**src/rtl/alu_operand_loader.sv**
```systemverilog
// ---------------------------------------------------------------------------
// alu_operand_loader
//
// Operand sequencer in front of the 8-bit ALU. A single debounced load button
// walks the user through entering operand A, operand B and the op select from
// shared switches. It then latches the ALU's combinational result for display.
//
// Optional feature (compile-time macro CHAIN_RESULT_EN):
//   defined     - a press in SHOW copies the displayed result into A and jumps
//                 straight to LOAD_B, so results chain into the next operation.
//   not defined - a press in SHOW returns to LOAD_A and leaves A unchanged.
//
// Ports
//   clk          in   1       clock, all logic on the rising edge
//   rst          in   1       synchronous active-high reset
//   sw_in        in   DATA_W  operand switches
//   sel_in       in   SEL_W   op select switches
//   btn_in       in   1       raw asynchronous load button, active-high
//   alu_y_in     in   8       ALU result (combinational from a/b/sel outputs)
//   a_out        out  8       registered operand A
//   b_out        out  8       registered operand B
//   sel_out      out  SEL_W   registered op select
//   result_out   out  8       latched ALU result
//   result_valid out  1       high while in SHOW (fresh result displayed)
//   state_out    out  3       FSM state (LOAD_A=0 .. SHOW=4)
// ---------------------------------------------------------------------------
module alu_operand_loader #(
  parameter int DATA_W       = 4,
  parameter int SEL_W        = 3,
  parameter int DEBOUNCE_CYC = 4
) (
  input  logic              clk,
  input  logic              rst,
  input  logic [DATA_W-1:0] sw_in,
  input  logic [SEL_W-1:0]  sel_in,
  input  logic              btn_in,
  input  logic [7:0]        alu_y_in,
  output logic [7:0]        a_out,
  output logic [7:0]        b_out,
  output logic [SEL_W-1:0]  sel_out,
  output logic [7:0]        result_out,
  output logic              result_valid,
  output logic [2:0]        state_out
);

  // The counter only has to reach DEBOUNCE_CYC-1.
  localparam int CNT_W = (DEBOUNCE_CYC > 1) ? $clog2(DEBOUNCE_CYC) : 1;
  localparam logic [CNT_W-1:0] CNT_LAST = CNT_W'(DEBOUNCE_CYC - 1);

  typedef enum logic [2:0] {
    LOAD_A  = 3'd0,
    LOAD_B  = 3'd1,
    LOAD_OP = 3'd2,
    EXEC    = 3'd3,
    SHOW    = 3'd4
  } state_t;

  // Button path registers
  logic             s1_q, s1_d;
  logic             s2_q, s2_d;
  logic             db_q, db_d;
  logic             db_prev_q, db_prev_d;
  logic [CNT_W-1:0] cnt_q, cnt_d;
  logic             press;

  // Sequencer registers
  state_t           state_q, state_d;
  logic [7:0]       a_q, a_d;
  logic [7:0]       b_q, b_d;
  logic [SEL_W-1:0] sel_q, sel_d;
  logic [7:0]       result_q, result_d;
  logic             valid_q, valid_d;

  // Synchroniser and debouncer. The counter measures how many consecutive
  // cycles the synchronised button has disagreed with the accepted level.
  // Any agreeing cycle clears it. A new level is accepted on the
  // DEBOUNCE_CYC-th disagreeing cycle.
  always_comb begin
    s1_d      = btn_in;
    s2_d      = s1_q;
    db_prev_d = db_q;
    db_d      = db_q;
    cnt_d     = '0;
    if (s2_q != db_q) begin
      if (cnt_q == CNT_LAST) begin
        db_d  = s2_q;
        cnt_d = '0;
      end else begin
        cnt_d = cnt_q + CNT_W'(1);
      end
    end
  end

  // One-cycle pulse on an accepted rising edge only; releases are silent.
  assign press = db_q & ~db_prev_q;

  always_comb begin
    state_d  = state_q;
    a_d      = a_q;
    b_d      = b_q;
    sel_d    = sel_q;
    result_d = result_q;
    valid_d  = valid_q;
    unique case (state_q)
      LOAD_A: begin
        if (press) begin
          a_d     = 8'(sw_in);
          state_d = LOAD_B;
        end
      end
      LOAD_B: begin
        if (press) begin
          b_d     = 8'(sw_in);
          state_d = LOAD_OP;
        end
      end
      LOAD_OP: begin
        if (press) begin
          sel_d   = sel_in;
          state_d = EXEC;
        end
      end
      EXEC: begin
        // One cycle so the ALU sees the freshly registered select
        // before its output is captured. A press here is ignored.
        result_d = alu_y_in;
        valid_d  = 1'b1;
        state_d  = SHOW;
      end
      SHOW: begin
        if (press) begin
          valid_d = 1'b0;
`ifdef CHAIN_RESULT_EN
          a_d     = result_q;
          state_d = LOAD_B;
`else
          state_d = LOAD_A;
`endif
        end
      end
      default: state_d = LOAD_A;
    endcase
  end

  always_ff @(posedge clk) begin
    if (rst) begin
      s1_q      <= 1'b0;
      s2_q      <= 1'b0;
      db_q      <= 1'b0;
      db_prev_q <= 1'b0;
      cnt_q     <= '0;
      state_q   <= LOAD_A;
      a_q       <= '0;
      b_q       <= '0;
      sel_q     <= '0;
      result_q  <= '0;
      valid_q   <= 1'b0;
    end else begin
      s1_q      <= s1_d;
      s2_q      <= s2_d;
      db_q      <= db_d;
      db_prev_q <= db_prev_d;
      cnt_q     <= cnt_d;
      state_q   <= state_d;
      a_q       <= a_d;
      b_q       <= b_d;
      sel_q     <= sel_d;
      result_q  <= result_d;
      valid_q   <= valid_d;
    end
  end

  assign a_out        = a_q;
  assign b_out        = b_q;
  assign sel_out      = sel_q;
  assign result_out   = result_q;
  assign result_valid = valid_q;
  assign state_out    = state_q;

endmodule
```
**config.mk**
```make
export PLATFORM = sky130hd
export DESIGN_NAME = alu_operand_loader
export DESIGN_NICKNAME = d
export VERILOG_FILES = /design/src/rtl/alu_operand_loader.sv
export SDC_FILE = /design/constraint.sdc
export NUM_CORES = 1
export LEC_CHECK = 0
export CAP_MARGIN = 20
export CORE_MARGIN = 10
export CORE_UTILIZATION = 42
export DETAILED_ROUTE_END_ITERATION = 6
export GPL_ROUTABILITY_DRIVEN = 0
export GPL_TIMING_DRIVEN = 1
export PLACE_DENSITY = 0.79
export SETUP_SLACK_MARGIN = 0.2
export SYNTH_ARGS = -nofsm -noshare
export SYNTH_HDL_FRONTEND = slang
export SYNTH_SLANG_ARGS = --single-unit
```
**constraint.sdc**
```tcl
create_clock -name clk -period 1.4 [get_ports clk]
set_input_delay 0.14 -clock clk [delete_from_list [all_inputs] [get_ports clk]]
set_output_delay 0.14 -clock clk [all_outputs]
set_load 0.02 [all_outputs]
```
==> impl_metrics.env <==
export IMPL_portBuffers=40
export IMPL_grt_pass1_vias=1001
export IMPL_fin_crit_sh_pct=86.14
export IMPL_grt_pass1_wl_mm=4.733
export IMPL_antenna_found_initial=0
export IMPL_drt_iter0_markers=32
export IMPL_dominantRegCellSynth="dfxtp_1"
export IMPL_syn_instance_count=116
export IMPL_cellInternalPower_mw=1.306
export IMPL_dr_pass1_iters=5
export IMPL_ys_ff_latch=29
export IMPL_slew_violations=0
export IMPL_n_fill_cell=232
export IMPL_maxCapViolations=0
export IMPL_sw_frac_of_total_pct=20.35
export IMPL_outcome="finished, final reports clean"
export IMPL_grtUsageMet2_pct=17.77
export IMPL_min_delay_path_class="primary input to flip-flop"
export IMPL_setup_viol=0
export IMPL_final_setup_tns_ps=0
export IMPL_synth_edf_count=0
export IMPL_wl_per_cell_um=14.39
export IMPL_hold_viol_final=0
export IMPL_yosys_cell_count_top_type="dfxtp_1"
export IMPL_cts_root_buffer="clkbuf_4"
export IMPL_routed_wl_mm=2.849
export IMPL_synth_seq_area_share_pct=48.84
export IMPL_num_vias=942
export IMPL_hpwl_mm=2.160
export IMPL_core_um2=2734
export IMPL_chipHeight_um=73.20
export IMPL_grt_overflow_total=0
export IMPL_rrSetupSlack_ps=190
export IMPL_cts_hold_buffers=0
export IMPL_via_per_inst=4.758
export IMPL_p_comb_share_pct=6.3
export IMPL_cts_htree_levels=2
export IMPL_clock_latency_ps=330
export IMPL_min_period_ps=1206
export IMPL_switchingPower_uw=333.9
export IMPL_powerDensity_nw_per_um2=953.4
export IMPL_async_reset_ff_share_pct=0
export IMPL_cts_tree="yes"
export IMPL_synth_distinct_cells=25
export IMPL_cts_sinks=29
export IMPL_drive_above_1_share_pct=19.16
export IMPL_synth_top_cell_by_area="dfxtp_1"
export IMPL_leakagePower_nw=0.7580
export IMPL_netlist_top_cells_area="dfxtp_1 (49%), mux2i_1 (17%), nand2b_1 (11%)"
export IMPL_ir_drop_v=0.0007640
export IMPL_crit_required_ps=1620
export IMPL_fp_dieArea_um2=5358
export IMPL_top_usage_layer="met2"
export IMPL_crit_type="flip-flop to flip-flop"
export IMPL_yosysTopAreaCellShare_pct=48.84
export IMPL_fin_area_um2=1720
export IMPL_grt_max_degree=17
export IMPL_grt_use_met1_pct=11.62
export IMPL_critPathCaptureType="flip-flop"
export IMPL_seq_area_um2=593.1
export IMPL_initial_core_util_pct=43.48
export IMPL_cts_buffers=5
export IMPL_fp_dieW_um=73.20
export IMPL_rsz0062_at_grt="yes"
export IMPL_grt_met3_usage_pct=7.755
export IMPL_syn_to_final_growth_pct=44.74
export IMPL_pin_count=49
export IMPL_cp_start_kind="flip-flop"
export IMPL_seq_power_share_pct=50.2
export IMPL_drc=0
export IMPL_diodes=0
export IMPL_synth_common_cells="dfxtp_1 (29), mux2i_1 (20), nand2b_1 (20)"
export IMPL_skew_ps=5.747
export IMPL_avgSynthCellArea_um2=10.25
export IMPL_syn_area_um2=1189
export IMPL_critPathMaxFanout=5
export IMPL_clk_pin_slew_ps=90
export IMPL_fmax_mhz=829.2
export IMPL_postPlaceCellArea_um2=1618
export IMPL_yosysWarnings=0
export IMPL_track_usage_pct=11.19
export IMPL_cp_arrival_ps=1420
export IMPL_num_rows=19
export IMPL_antenna_left=0
export IMPL_cts_buffer_depth=2
export IMPL_power_frac_clock_pct=43.5
export IMPL_finalNetCount=185
export IMPL_multi_input_area_um2=558.0
area by class of cell:
cell class,count,share of cell area [%]
repair buffers,49,25.67
clock buffers,7,3.200
multi-input cells,80,32.44
flip-flops and latches,29,34.47
inverters,1,0.2182
clock inverters,1,1.745
well taps,31,2.255
cell usage in the layout (no fill, tap or decap), types with 2 or more instances in the layout:
cell type / instances
dfxtp_1: 25
mux2i_1: 20
nand2b_1: 20
clkdlybuf4s50_1: 17
clkdlybuf4s15_1: 13
nor2_1: 12
buf_4: 9
conb_1: 8
clkbuf_4: 5
clkbuf_2: 5
nor2b_1: 3
dfxtp_4: 3
dlygate4sd2_1: 3
a21oi_1: 2
nor3_2: 2
nor3_1: 2
clkdlybuf4s15_2: 2
path summary, 6_finish.rpt:
path / startpoint / depth (start not counted) / end
setup / recovery: state_out[2] / 2 / a_out[1]
hold / removal: btn_in / 2 / s1_q
setup reg to reg: state_out[2] / 2 / a_out[1]
hold reg to reg: cnt_q[0] / 1 / cnt_q[0]
cell families (layout without fill, tap and decap cells):
group	Yosys count	after routing	share of synthesized area, %
other cells	1	8	0.3155
xor+xnor	1	1	0.7370
fa+ha+maj	1	1	1.052
mux	21	21	17.79
compound gates	5	5	2.738
simple gates	44	44	21.37
flops	29	29	48.84
buf+inv	14	58	7.158
stage by stage:
step           util [%]  cells  hold slack (ps)  total power [mW]  setup WS (ps)
6_report          62.93    198            371.0             1.640          194.1
5_1_grt           62.93    198            371.4             1.716          139.3
4_1_cts           62.97    198            362.9             1.659          149.0
3_5_place_dp      59.18    185            421.7            0.9486          120.9
3_3_place_gp      59.18    185            409.7            0.9469          154.4
2_1_floorplan         -    123            268.2            0.9088          140.8
routing by layer:
layer / part of all wire, % / vias up
li1: - / 468
met1: 42 / 422
met2: 43 / 46
met3: 13 / 6
met4: 1.2 / 0
met5: 0 / -
worst max-delay path, cell delays in order, from the launching register on:
cell and delay, ps:
dfxtp_4 370, or4_4 590, mux2i_1 140
sequential cells by signal (all words and copies together), names as in the netlist:
| name | cells |
|---|---|
| result_out | 8 |
| a_out | 4 |
| b_out | 4 |
| sel_out | 3 |
| state_out | 3 |
| cnt_q | 2 |
| db_prev_d | 1 |
| db_prev_q | 1 |
| result_valid | 1 |
| s1_q | 1 |
| s2_q | 1 |
power groups by stage:
| stage | clock (mW) | sequential [mW] | combinational (mW) |
|---|---|---|---|
| after floorplan | 0 | 0.846 | 0.0627 |
| after global placement | 0 | 0.846 | 0.100 |
| after detailed placement | 0 | 0.847 | 0.102 |
| after CTS | 0.731 | 0.825 | 0.103 |
| after global routing | 0.780 | 0.824 | 0.112 |
| final | 0.713 | 0.823 | 0.104 |
timing repair:
item / CTS / global route
setup endpoints to repair: 27 / 29
buffers inserted: 5 / 0
gates cloned: 0 / 0
gates resized for setup: 30 / 23
(Power assumes the default switching activity.)
